[config.mk]
export PLATFORM = sky130hd
export DESIGN_NAME = alu_muldiv
export DESIGN_NICKNAME = d
export VERILOG_FILES = /design/src/rtl/alu_muldiv.sv
export SDC_FILE = /design/constraint.sdc
export NUM_CORES = 1
export LEC_CHECK = 0
export CAP_MARGIN = 20
export CORE_ASPECT_RATIO = 1.2
export CORE_MARGIN = 5
export CORE_UTILIZATION = 60
export DETAILED_ROUTE_END_ITERATION = 7
export PLACE_DENSITY = 0.8
export SETUP_SLACK_MARGIN = 0.15
export SLEW_MARGIN = 40
export SYNTH_ARGS = -nofsm -noshare
export SYNTH_HDL_FRONTEND = slang
export SYNTH_SLANG_ARGS = --single-unit
[constraint.sdc]
create_clock -name clk -period 6 [get_ports clk]
set_input_delay 0.9 -clock clk [delete_from_list [all_inputs] [get_ports clk]]
set_output_delay 0.9 -clock clk [all_outputs]
set_load 0.01 [all_outputs]
[src/rtl/alu_muldiv.sv]
// alu_muldiv: iterative RV32M multiply/divide unit (shift-add / restoring division, one bit per cycle)
module alu_muldiv #(
  parameter int XLEN = 32
) (
  input  logic            clk,
  input  logic            rst,
  input  logic            md_valid_i,
  output logic            md_ready_o,
  input  logic [2:0]      md_op_i,
  input  logic [XLEN-1:0] md_data1_i,
  input  logic [XLEN-1:0] md_data2_i,
  input  logic            md_flush_i,
  output logic            md_valid_o,
  input  logic            md_ready_i,
  output logic [XLEN-1:0] md_result_o,
  output logic            md_busy_o
);
  localparam int CW = $clog2(XLEN);
  typedef enum logic [1:0] {IDLE, BUSY, DONE} state_t;
  state_t            state_q, state_d;
  logic [2:0]        op_q, op_d;
  logic              neg_q, neg_d;
  logic [CW-1:0]     cnt_q, cnt_d;
  logic [XLEN-1:0]   b_q, b_d, result_q, result_d;
  logic [2*XLEN-1:0] acc_q, acc_d;
  logic              accept, sgn1, sgn2, div_zero, div_ovf;
  logic [XLEN-1:0]   mag1, mag2, div_res;
  logic [XLEN:0]     mul_sum, div_sh, div_diff;
  logic [2*XLEN-1:0] step, prod;
  assign md_ready_o  = state_q == IDLE && !rst;
  assign md_valid_o  = state_q == DONE;
  assign md_busy_o   = state_q != IDLE;
  assign md_result_o = result_q;
  assign accept      = md_valid_i && md_ready_o && !md_flush_i;
  // rs1 is unsigned for MULHU/DIVU/REMU; rs2 additionally unsigned for MULHSU
  assign sgn1     = md_data1_i[XLEN-1] && !(md_op_i[0] && md_op_i[2:1] != 2'b00);
  assign sgn2     = md_data2_i[XLEN-1] && !(md_op_i[0] && md_op_i[2:1] != 2'b00) && md_op_i != 3'b010;
  assign mag1     = sgn1 ? -md_data1_i : md_data1_i;
  assign mag2     = sgn2 ? -md_data2_i : md_data2_i;
  assign div_zero = md_op_i[2] && md_data2_i == '0;
  assign div_ovf  = md_op_i[2] && !md_op_i[0] && md_data1_i == {1'b1, {(XLEN-1){1'b0}}} && &md_data2_i;
  // acc holds {product_hi, multiplier} for multiply and {remainder, quotient} for divide
  assign mul_sum  = {1'b0, acc_q[2*XLEN-1:XLEN]} + (acc_q[0] ? {1'b0, b_q} : '0);
  assign div_sh   = {acc_q[2*XLEN-1:XLEN], acc_q[XLEN-1]};
  assign div_diff = div_sh - {1'b0, b_q};
  assign step     = op_q[2] ? (div_diff[XLEN] ? {div_sh[XLEN-1:0], acc_q[XLEN-2:0], 1'b0}
                                              : {div_diff[XLEN-1:0], acc_q[XLEN-2:0], 1'b1})
                            : {mul_sum, acc_q[XLEN-1:1]};
  assign prod     = neg_q ? -step : step;
  assign div_res  = op_q[1] ? step[2*XLEN-1:XLEN] : step[XLEN-1:0];
  always_comb begin
    state_d  = state_q;
    op_d     = op_q;
    neg_d    = neg_q;
    cnt_d    = cnt_q;
    b_d      = b_q;
    acc_d    = acc_q;
    result_d = result_q;
    if (md_flush_i) begin
      state_d = IDLE;
    end else if (accept) begin
      op_d     = md_op_i;
      neg_d    = md_op_i == 3'b110 ? sgn1 : sgn1 ^ sgn2;
      cnt_d    = CW'(XLEN-1);
      b_d      = md_op_i[2] ? mag2 : mag1;
      acc_d    = {{XLEN{1'b0}}, md_op_i[2] ? mag1 : mag2};
      state_d  = div_zero || div_ovf ? DONE : BUSY;
      result_d = div_zero ? (md_op_i[1] ? md_data1_i : '1) : div_ovf ? (md_op_i[1] ? '0 : md_data1_i) : result_q;
    end else if (state_q == BUSY) begin
      acc_d = step;
      cnt_d = cnt_q != '0 ? cnt_q - CW'(1) : cnt_q;
      if (cnt_q == '0) begin
        state_d  = DONE;
        result_d = op_q[2] ? (neg_q ? -div_res : div_res)
                           : (op_q[1:0] == 2'b00 ? prod[XLEN-1:0] : prod[2*XLEN-1:XLEN]);
      end
    end else if (state_q == DONE && md_ready_i) begin
      state_d = IDLE;
    end
  end
  always_ff @(posedge clk) begin
    if (rst) begin
      state_q  <= IDLE;
      op_q     <= '0;
      neg_q    <= 1'b0;
      cnt_q    <= '0;
      b_q      <= '0;
      acc_q    <= '0;
      result_q <= '0;
    end else begin
      state_q  <= state_d;
      op_q     <= op_d;
      neg_q    <= neg_d;
      cnt_q    <= cnt_d;
      b_q      <= b_d;
      acc_q    <= acc_d;
      result_q <= result_d;
    end
  end
endmodule

After elaboration in Yosys (flattened, before gate mapping)
Cells that the tools add are included.
{"block": "classes", "mux": 30, "n_eq_ne": 7, "n_bitwise": 2, "add_sub_neg": 7, "reduce_logical": 35}
{"cell": "$mux W32", "n": 16}
{"cell": "$mux W64", "n": 5}
{"cell": "$neg A32 Y32", "n": 3}
{"cell": "$neg A64 Y64", "n": 1}
{"cell": "$add A32 B32 Y33", "n": 1}
{"cell": "$sub A33 B32 Y33", "n": 1}
{"cell": "$eq A32 B32 Y1 const B", "n": 1}
{"cell": "$logic_not A32 Y1", "n": 1}
{"cell": "$reduce_and A32 Y1", "n": 1}
{"cell": "$mux W5", "n": 3}
{"cell": "$logic_and A1 B1 Y1", "n": 12}
{"cell": "$mux W2", "n": 5}
{"cell": "$reduce_bool A2 Y1", "n": 5}
{"cell": "$ne A3 B2 Y1 const B", "n": 2}
{"cell": "$reduce_and A2 Y1", "n": 3}
{"cell": "$logic_not A5 Y1", "n": 1}
{"cell": "$reduce_bool A5 Y1", "n": 1}
{"cell": "$sub A5 B1 Y5 const B", "n": 1}
{"cell": "$logic_not A1 Y1", "n": 4}
{"cell": "$logic_not A2 Y1", "n": 2}
{"cell": "$reduce_and A4 Y1", "n": 1}
{"cell": "$eq A3 B3 Y1 const B", "n": 1}
{"cell": "$ne A3 B1 Y1 const B", "n": 1}
{"cell": "$reduce_and A3 Y1", "n": 1}
{"cell": "other kinds (8)", "n": 8}
{"block": "word_totals", "regBits": 139, "out_inout_bits": 35, "word_cells": 88, "in_bits": 72}

Depth between registers and ports, before layout
Gate-level depths: netlist (run 1).
{"block": "logic_depth", "depth_word": 10, "ltp_mapped": 24, "mapped_depth_nobuf": 22}

Least setup slack after synthesis (run 1)
OpenSTA, ideal clock, no wires.
{"block": "synth_timing", "path_kind": "flip-flop to flip-flop", "from": "reg acc_q[31]", "to": "reg result_q[16] (netlist: md_result_o[16])", "setup_time_ns": 0.069, "arrival_ns": 5.063, "synth_period_minus_slack_ns": 5.132, "setup_slack_ns": 0.868, "n_path_buf": 2, "stages_incl_launch_ff": 24, "required_time_ns": 5.931, "path_cell_list": "dfxtp_1 inv_1 ha_1 fa_1 nor2b_1 o211a_1 o211ai_1 a21oi_1 a211oi_2 buf_4 buf_6 nand2_1 a21boi_0 ha_1 nand4_1 or3_1 nor3b_1 nand4b_1 or3_1 or2_1 o211ai_1 o31ai_1 a221o_1 o21ai_1"}
{"block": "synth_via", "elab_chain_len": 10, "elab_cells_between_ends": 13, "classes_between": "add/sub: 3; mux: 10"}
{"item": "from (decl)", "line": "25", "source": "logic [2*XLEN-1:0] acc_q, acc_d;"}
{"item": "from (signal assigned)", "line": "88", "source": "acc_q <= '0;"}
{"item": "from (signal assigned)", "line": "96", "source": "acc_q <= acc_d;"}
{"item": "$sub A33 B32 Y33", "line": "45", "source": "assign div_diff = div_sh - {1'b0, b_q};"}
{"item": "$mux W64", "line": "46", "source": "assign step = op_q[2] ? (div_diff[XLEN] ? {div_sh[XLEN-1:0], acc_q[XLEN-2:0], 1'b0}"}
{"item": "$mux W64 *", "line": "46"}
{"item": "$neg A64 Y64 or $mux W32 (tied branches)", "line": "49, 50"}
{"item": "$mux W64 or $neg A32 Y32 (tied branches)", "line": "49, 74"}
{"item": "$mux W32, on equally long branches", "line": "75, 74"}
{"item": "$mux W32 *", "line": "74", "source": "result_d = op_q[2] ? (neg_q ? -div_res : div_res)"}
{"item": "$mux W32 *", "line": "72", "source": "if (cnt_q == '0) begin"}
{"item": "$mux W32 *", "line": "69", "source": "end else if (state_q == BUSY) begin"}
{"item": "$mux W32 *", "line": "61", "source": "end else if (accept) begin"}
{"item": "to (signal assigned)", "line": "97", "source": "result_q <= result_d;"}
{"item": "to (decl)", "line": "24", "source": "logic [XLEN-1:0] b_q, b_d, result_q, result_d;"}
Every way passes the cells marked *; elsewhere a longest branch is shown, timed or not. The select of a mux whose other input is x is not followed.
A chain may end at the register's enable or synchronous reset.

Final worst setup path (run 1)
{"block": "layout_timing", "from": "reg acc_q[31]", "to": "reg result_q[22] (netlist: md_result_o[22])"}
Same word-level chain as after synthesis.

==> impl_metrics.tcl, run 1 <==
set metrics [dict create \
    outcome "finished clean" \
    vias 21465 \
    cts_root_buffer "sky130_fd_sc_hd__clkbuf_16" \
    hold_viol_final 0 \
    maximum_number_of_pins_on_one_net_before_global_route_repair 89 \
    period_needed_ps 5600 \
    numCtsBuffers 17 \
    grtUsageTotal_pct 45.1 \
    synth_top_cell_by_area "sky130_fd_sc_hd__dfxtp_1" \
    layout_worst_path_cycle_share_pct 93.4 \
    grt_setup_unrepaired "false" \
    synth_seq_area_share_pct 16.0 \
    tightest_slew_ps 937 \
    tritoncts "yes" \
    firstDrtPassIters 6 \
    globalRouteOverflowTotal 0 \
    gp_congestion 1.10 \
    synth_nets 2709 \
    worstPathRequired_ps 6320 \
    areaGrowthSynthToFinish_pct 12.6 \
    clock_tree.buffer_depth 2 \
    number_of_sinks_driven_by_the_clock_tree 139 \
    yosys_register_bits 139 \
    routed_wire_length_per_instance_um 25.3 \
    synth_enable_flop_cells 0 \
    post-dp-hpwl_um 57200 \
    startpoint_type "register" \
    drc_errors 0 \
    wire_length_of_the_first_global_routing_pass_um 114000 \
    setup-violations-final 0 \
    synth_cell_types 99 \
    postRouteWirelength_um 75300 \
    path_category_of_the_worst_min_delay_check "register to register" \
    chipHeight_um 197 \
    timing.critical_path.slowest_cell_delay_ps 430 \
    max_cap_violations 0 \
    synth_commonest_cells "sky130_fd_sc_hd__nand2_1 (323), sky130_fd_sc_hd__nor2_1 (245), sky130_fd_sc_hd__a21oi_1 (243)" \
    synthFlopType "sky130_fd_sc_hd__dfxtp_1" \
    start_util_pct 60.6 \
    antenna_violations_before_repair 2 \
    layout-drive-gt1-share_pct 7.62 \
    cts.reportedPaths.clkPinSlew_ps 70 \
    yosys_warnings 0 \
    skew_pair_late_insertion_delay_ps 460 \
    number_of_instances_in_the_synthesized_netlist 2564 \
    floorplan.rows 68 \
    syn_area_mm2 0.0174 \
    finalMaxSlewViolations 0 \
    chip_width_um 166 \
    critPathCaptureType "register" \
    crit_fanout 40 \
    syn-mean-instance-area_um2 6.80 \
    timing.critical_path.slowest_stage_cell "sky130_fd_sc_hd__dfxtp_1" \
    io_pins 107 \
    drtIter0Drc 3119 \
    placement.io_buffers 106 \
    ys_async_sr_fraction_pct 0 \
    critPathArrivalTime_ps 5920 \
    fin_setup_tns_ps 0 \
    n_antenna_cell 0 \
    clock_tree.htree_level_count 4 \
    core_area_mm2 0.0288 \
    static-leakage-power_uw 0.00736 \
    synthTopCellsByArea "sky130_fd_sc_hd__dfxtp_1 (16%), sky130_fd_sc_hd__a21oi_1 (7.0%), sky130_fd_sc_hd__nand2_1 (7.0%)" \
    viasPerCell 7.20 \
    synth_top_area_share_pct 16.0 \
    vias_in_the_first_global_route 19695 \
    cellPowerDensity_mw_per_mm2 182 \
    nets_finish 2729 \
    fin_worst_skew_ps 14.9 \
    postRouteAntennaNets 0 \
    yosys.cell_count.top_type "sky130_fd_sc_hd__nand2_1" \
    timing.max_slew.rel_slack_pct 37.3 \
    vdd_drop_max_mv 0.162 \
    timing.critical_path.cells "inv_1 -> ha_1 -> fa_1 -> nor2b_1 -> o211a_1 -> o211ai_1 -> a21bo_2 -> a211oi_4 -> buf_8 -> mux2i_1 -> nor2_1 -> inv_1 -> ha_1 -> o21ai_0 -> o32ai_1 -> a21oi_1 -> o41ai_2 -> xor2_1 -> o21ai_0 -> o211ai_1" \
    worstSetupPathType "register to register" \
    post-layout-total-power_uw 3560 \
    fin_hold_ws_ps 466 \
    total_die_area_mm2 0.0326 \
    achievable_frequency_mhz 178 \
]
## metrics by stage
step | utilization (%) | area [um^2] | setup slack, ps | cells
CTS | 67.9 | 19500 | 233 | 2980
global route | 68.2 | 19600 | 166 | 2982
global placement | 65.5 | 18800 | 527 | 2948
finish | 68.2 | 19600 | 396 | 2982
detailed placement | 65.6 | 18900 | 281 | 2948
floorplan | - | 17400 | 868 | 2564
## repair_timing
item | CTS | global route
resized for setup | 0 | 17
setup buffers | 0 | 2
hold buffers | 0 | 0
endpoints found under the setup margin | 0 | 17
endpoints found under the hold margin | 0 | 0
## placed cells by master (no fill, tap or decap), types with 72 or more instances in the layout
master                            synthesis  routed
sky130_fd_sc_hd__xor2_1                  84      84
sky130_fd_sc_hd__nand2_1                323     322
sky130_fd_sc_hd__nor3_1                  80      79
sky130_fd_sc_hd__nor2_1                 245     242
sky130_fd_sc_hd__xnor2_1                 76      76
sky130_fd_sc_hd__dfxtp_1                139     136
sky130_fd_sc_hd__a21oi_1                243     242
sky130_fd_sc_hd__o21ai_0                174     173
sky130_fd_sc_hd__clkdlybuf4s50_1          0     104
sky130_fd_sc_hd__inv_1                   73      72
sky130_fd_sc_hd__o211ai_1                86      86
## final cells by class
class	instances	area (um^2)
Timing Repair Buffer	177	1600
Fill cell	2605	9140
Clock inverter	15	235
Inverter	76	285
Sequential cell	139	2790
Tap cell	385	482
Clock buffer	17	425
Multi-Input combinational cell	2173	13800
## flip-flops by register name, indices dropped and copies added (netlist names)
register and cells:
acc_q 64, b_q 32, cnt_q 5, md_result_o 32
neg_q 1, op_q 3, state_q 2
## kinds of logic (layout without fill, tap and decap cells)
kind of cell / count (synthesis) / after routing / share of synthesized area [%]
AND/OR/NAND/NOR: 982 / 982 / 26.8
adder cells (fa/ha/maj): 89 / 89 / 6.25
XOR/XNOR: 160 / 160 / 8.04
flip-flops: 139 / 139 / 16.0
multiplexers: 91 / 91 / 5.67
AO/OA/AOI/OAI: 851 / 851 / 31.6
buffers and inverters: 252 / 285 / 5.63
## path summary, 6_finish.rpt
check	startpoint	to	slack, ps	cells past startpoint
worst min-delay path	b_q[26]	b_q[26]	470	2
worst max-delay path	acc_q[31]	md_result_o[22]	400	20
worst max register to register	acc_q[31]	md_result_o[22]	400	20
worst min register to register	b_q[26]	b_q[26]	470	2
## where the power goes
group          leakage, uW  switching (uW)  internal, uW
combinational      0.00592             860           463
sequential         0.00113            45.8           947
clock             0.000317             501           746
## critical path, delay by kind of cell (launching register included)
| family | cells | cell delay, ps |
|---|---|---|
| compound gates | 10 | 2780 |
| fa+ha+maj | 3 | 840 |
| buf+inv | 3 | 650 |
| flops | 1 | 430 |
| simple gates | 2 | 340 |
| mux | 1 | 300 |
| xor+xnor | 1 | 120 |
## metal layers
metal / GRT usage (%) / vias up / share of wire, %
li1: - / 9488 / -
met5: 0 / - / 0.031
met2: 67.6 / 1670 / 42
met1: 57.4 / 9911 / 36
met4: 28.6 / 4 / 8.2
met3: 11.4 / 392 / 13
Note: power is estimated with default switching activity, not from simulation.
==> run 2, diff against run 1 <==
--- a/config.mk
+++ b/config.mk
@@ -10,7 +10,8 @@
 export CORE_MARGIN = 5
 export CORE_UTILIZATION = 60
 export DETAILED_ROUTE_END_ITERATION = 7
-export PLACE_DENSITY = 0.8
+export GPL_TIMING_DRIVEN = 0
+export PLACE_DENSITY = 0.85
 export SETUP_SLACK_MARGIN = 0.15
 export SLEW_MARGIN = 40
 export SYNTH_ARGS = -nofsm -noshare
==> impl_metrics.tcl, run 2 <==
set metrics [dict create \
    yosys_warnings 0 \
    synth_cell_types 99 \
    yosys.cell_count.top_type "sky130_fd_sc_hd__nand2_1" \
    dpl.cell_count 3054 \
    synth_enable_flop_cells 0 \
    cts_root_buffer "sky130_fd_sc_hd__clkbuf_16" \
    outcome "did not finish" \
    placement.io_buffers 102 \
    syn-mean-instance-area_um2 6.80 \
    clock_tree.buffer_depth 2 \
    post-dp-hpwl_um 71900 \
    clock_tree.htree_level_count 4 \
    synth_seq_area_share_pct 16.0 \
    ys_async_sr_fraction_pct 0 \
    repair-timing-grt-worst-ep "md_result_o[2]$_SDFFE_PP0P_/D" \
    floorplan.rows 68 \
    synthTopCellsByArea "sky130_fd_sc_hd__dfxtp_1 (16%), sky130_fd_sc_hd__a21oi_1 (7.0%), sky130_fd_sc_hd__nand2_1 (7.0%)" \
    stop_stage "global routing" \
    maximum_number_of_pins_on_one_net_before_global_route_repair 17 \
    synth_top_cell_by_area "sky130_fd_sc_hd__dfxtp_1" \
    yosys_register_bits 139 \
    syn_area_mm2 0.0174 \
    synth_nets 2709 \
    globalRouteOverflowTotal 2 \
    chip_width_um 166 \
    pin_category_terminating_the_worst_setup_path_after_the_last_repair "register input" \
    synth_top_area_share_pct 16.0 \
    synthFlopType "sky130_fd_sc_hd__dfxtp_1" \
    synth_commonest_cells "sky130_fd_sc_hd__nand2_1 (323), sky130_fd_sc_hd__nor2_1 (245), sky130_fd_sc_hd__a21oi_1 (243)" \
    chipHeight_um 197 \
    gp_congestion 1.23 \
    number_of_sinks_driven_by_the_clock_tree 139 \
    numCtsBuffers 17 \
    start_util_pct 60.6 \
    grtUsageTotal_pct 60.5 \
    number_of_instances_in_the_synthesized_netlist 2564 \
    error "[ERROR GRT-0232] Routing congestion too high. Check the congestion heatmap in the GUI." \
    io_pins 107 \
]
## run 2: cell families after synthesis
group                    Yosys count  synth area share (%)
flip-flops                       139                  16.0
XOR/XNOR                         160                  8.04
buffers and inverters            252                  5.63
AO/OA/AOI/OAI                    851                  31.6
AND/OR/NAND/NOR                  982                  26.8
multiplexers                      91                  5.67
adder cells (fa/ha/maj)           89                  6.25
## run 2: routing by layer
layer	overflow	track usage [%]
met5	0	3.03
met4	2	57.2
met3	0	37.9
met2	0	80.7
met1	0	63.5
## run 2: timing repair
| item | CTS |
|---|---|
| setup endpoints to repair | 41 |
| cloned | 0 |
| setup buffers | 13 |
| gates resized for setup | 54 |
| hold buffers | 0 |
| pin swaps | 10 |
| hold endpoints to repair | 0 |
## run 2: per-stage QoR
stage                     setup TNS [ps]  cell area, um^2  worst slack, ps  hold slack (ps)
after global placement            -27370            18900            -1420              441
after detailed placement          -29810            19000            -1510              450
after CTS                              0            19900              152              460
after floorplan                        0            17400              868              440
==> run 3, diff against run 2 <==
--- a/config.mk
+++ b/config.mk
@@ -6,13 +6,11 @@
 export NUM_CORES = 1
 export LEC_CHECK = 0
 export CAP_MARGIN = 20
-export CORE_ASPECT_RATIO = 1.2
 export CORE_MARGIN = 5
-export CORE_UTILIZATION = 60
+export CORE_UTILIZATION = 40
 export DETAILED_ROUTE_END_ITERATION = 7
 export GPL_TIMING_DRIVEN = 0
-export PLACE_DENSITY = 0.85
-export SETUP_SLACK_MARGIN = 0.15
+export PLACE_DENSITY_LB_ADDON = 0.15
 export SLEW_MARGIN = 40
 export SYNTH_ARGS = -nofsm -noshare
 export SYNTH_HDL_FRONTEND = slang
==> impl_metrics.tcl, run 3 (same netlist as run 1, synthesis figures left out) <==
set metrics [dict create \
    outcome "finished with violations" \
    failing_checks "negative setup slack" \
    min-delay-start "md_result_o[25]" \
    globalRouteOverflowTotal 0 \
    chipHeight_um 219 \
    post-dp-hpwl_um 84100 \
    cellPowerDensity_mw_per_mm2 184 \
    met3_length_um 12800 \
    grtUsageTotal_pct 41.8 \
    r2r-end "md_result_o[31]" \
    core_area_mm2 0.0431 \
    finalMaxSlewViolations 0 \
    routed_wire_length_per_instance_um 31.3 \
    vias 22151 \
    chip_width_um 219 \
    reg2reg_depth 15 \
    cts_hold_buffers 0 \
    hold_viol_final 0 \
    fin_worst_skew_ps 13.7 \
    timing.critical_path.slowest_cell_delay_ps 600 \
    setup-violations-final 1 \
    numCtsBuffers 17 \
    floorplan.rows 76 \
    clock_tree.buffer_depth 2 \
    dpl_cell_area_mm2 0.0193 \
    timing.critical_path.cells "buf_4 -> buf_4 -> buf_2 -> buf_1 -> buf_2 -> buf_2 -> buf_2 -> clkbuf_2 -> buf_1 -> buf_4 -> clkbuf_1 -> clkbuf_2 -> o2111ai_1 -> o211ai_1 -> o211ai_1" \
    nets_finish 2848 \
    total_die_area_mm2 0.0478 \
    critPathCaptureType "register" \
    timing.critical_path.slowest_stage_cell "sky130_fd_sc_hd__clkbuf_1" \
    vdd_drop_max_mv 0.203 \
    achievable_frequency_mhz 165 \
    top_layer "met5" \
    max_cap_violations 0 \
    gp_congestion 1.10 \
    antenna_violations_before_repair 3 \
    layout-drive-gt1-share_pct 8.17 \
    crit-reg2reg-launch "op_q[2]" \
    final_common_cell "sky130_fd_sc_hd__nand2_1" \
    tightest_slew_ps 985 \
    timing.max_slew.rel_slack_pct 33.6 \
    viasPerCell 6.71 \
    worst_hold_path.endpoint "md_result_o[25]" \
    cts_root_buffer "sky130_fd_sc_hd__clkbuf_16" \
    wirelength_met1_um 39900 \
    drc_errors 0 \
    io_pins 107 \
    detailedPlace.worstSlack_ps -1810 \
    skew_pair_late_insertion_delay_ps 500 \
    start_util_pct 40.4 \
    final-seq-area_mm2 0.00280 \
    placement.io_buffers 102 \
    startpoint_type "register" \
    critPathArrivalTime_ps 6410 \
    minimum_setup_slack_in_the_final_design_ps -61.7 \
    postLayoutCellArea_mm2 0.0203 \
    number_of_sinks_driven_by_the_clock_tree 139 \
    wl_met2_um 43700 \
    grt_setup_unrepaired "false" \
    path_common_cell "sky130_fd_sc_hd__buf_2" \
    postRouteWirelength_um 103000 \
    layout_worst_path_cycle_share_pct 101 \
    largest_register_ffs 64 \
    period_needed_ps 6060 \
    tritoncts "yes" \
    r2r_setup_slack_ps -60 \
    cts.reportedPaths.clkPinSlew_ps 70 \
    static-leakage-power_uw 0.00750 \
    path_category_of_the_worst_min_delay_check "register to register" \
    hold_depth 2 \
    drtIter0Drc 3087 \
    most_frequent_cells_in_the_layout "sky130_fd_sc_hd__nand2_1 (322), sky130_fd_sc_hd__nor2_1 (242), sky130_fd_sc_hd__a21oi_1 (240)" \
    multiInputGateArea_mm2 0.0140 \
    wire_length_of_the_first_global_routing_pass_um 145000 \
    worstPathRequired_ps 6350 \
    firstDrtPassIters 8 \
    maximum_number_of_pins_on_one_net_before_global_route_repair 20 \
    worstSetupPathType "register to register" \
    clock_tree.htree_level_count 4 \
    areaGrowthSynthToFinish_pct 16.8 \
    vias_in_the_first_global_route 20762 \
    crit_fanout 19 \
    postRouteAntennaNets 0 \
    largest-register "acc_q" \
    fill_cells 4579 \
]
[run 3: worst max path at each step]
stage | end | depth (start not counted) | slack (ps) | start
5_1_grt | md_result_o[2] | 25 | 10 | b_q[19]
3_3_place_gp | md_result_o[26] | 23 | -1950 | acc_q[31]
4_1_cts | md_result_o[28] | 18 | 2 | op_q[1]
3_5_place_dp | md_result_o[26] | 23 | -1810 | acc_q[31]
6_report | md_result_o[31] | 15 | -60 | op_q[2]
2_1_floorplan | md_result_o[16] | 23 | 870 | acc_q[31]
[run 3: final cells by class]
type	count	share of cell area, %
clock buffer	17	2.09
multi-input combinational	2173	68.7
sequential	139	13.8
timing repair buffer	123	5.83
antenna	2	0.0246
inverter	76	1.42
clock inverter	15	1.06
tap	585	3.60
buffer	173	3.53
[run 3: timing repair]
action,4_1_cts,5_1_grt
pin swaps,6,6
setup buffers,12,5
gates resized for setup,42,37
setup endpoints to repair,33,18
[run 3: routing by layer]
metal  vias to the layer above  track usage (%)
met5                         -             1.35
met4                         2             23.4
met3                       330             14.3
met2                      1580             62.8
met1                     10481             52.2
li1                       9758                -
[run 3: worst max-delay path, delay by kind of cell (launching register included)]
| kind | cells | cell delay [ps] |
|---|---|---|
| buffers and inverters | 12 | 4970 |
| AO/OA/AOI/OAI | 3 | 580 |
| flip-flops | 1 | 320 |
[run 3: report_power, final]
group / leakage, uW / total [uW] / switching, uW / internal [uW]
registers: 0.00113 / 998 / 50.2 / 948
logic: 0.00605 / 1540 / 1040 / 493
clock network: 0.000316 / 1210 / 531 / 676
total: 0.00750 / 3740 / 1620 / 2120
[run 3: through the flow]
stage	TNS (ps)	hold WS (ps)	power, uW	std cells	util (%)
4_1_cts	0	463	3630	3295	46.8
6_report	-61.7	461	3740	3303	47.2
3_5_place_dp	-27100	447	2400	3253	44.7
2_1_floorplan	0	440	1810	2564	-
5_1_grt	0	493	3820	3301	47.2
3_3_place_gp	-30970	445	2390	3251	44.5
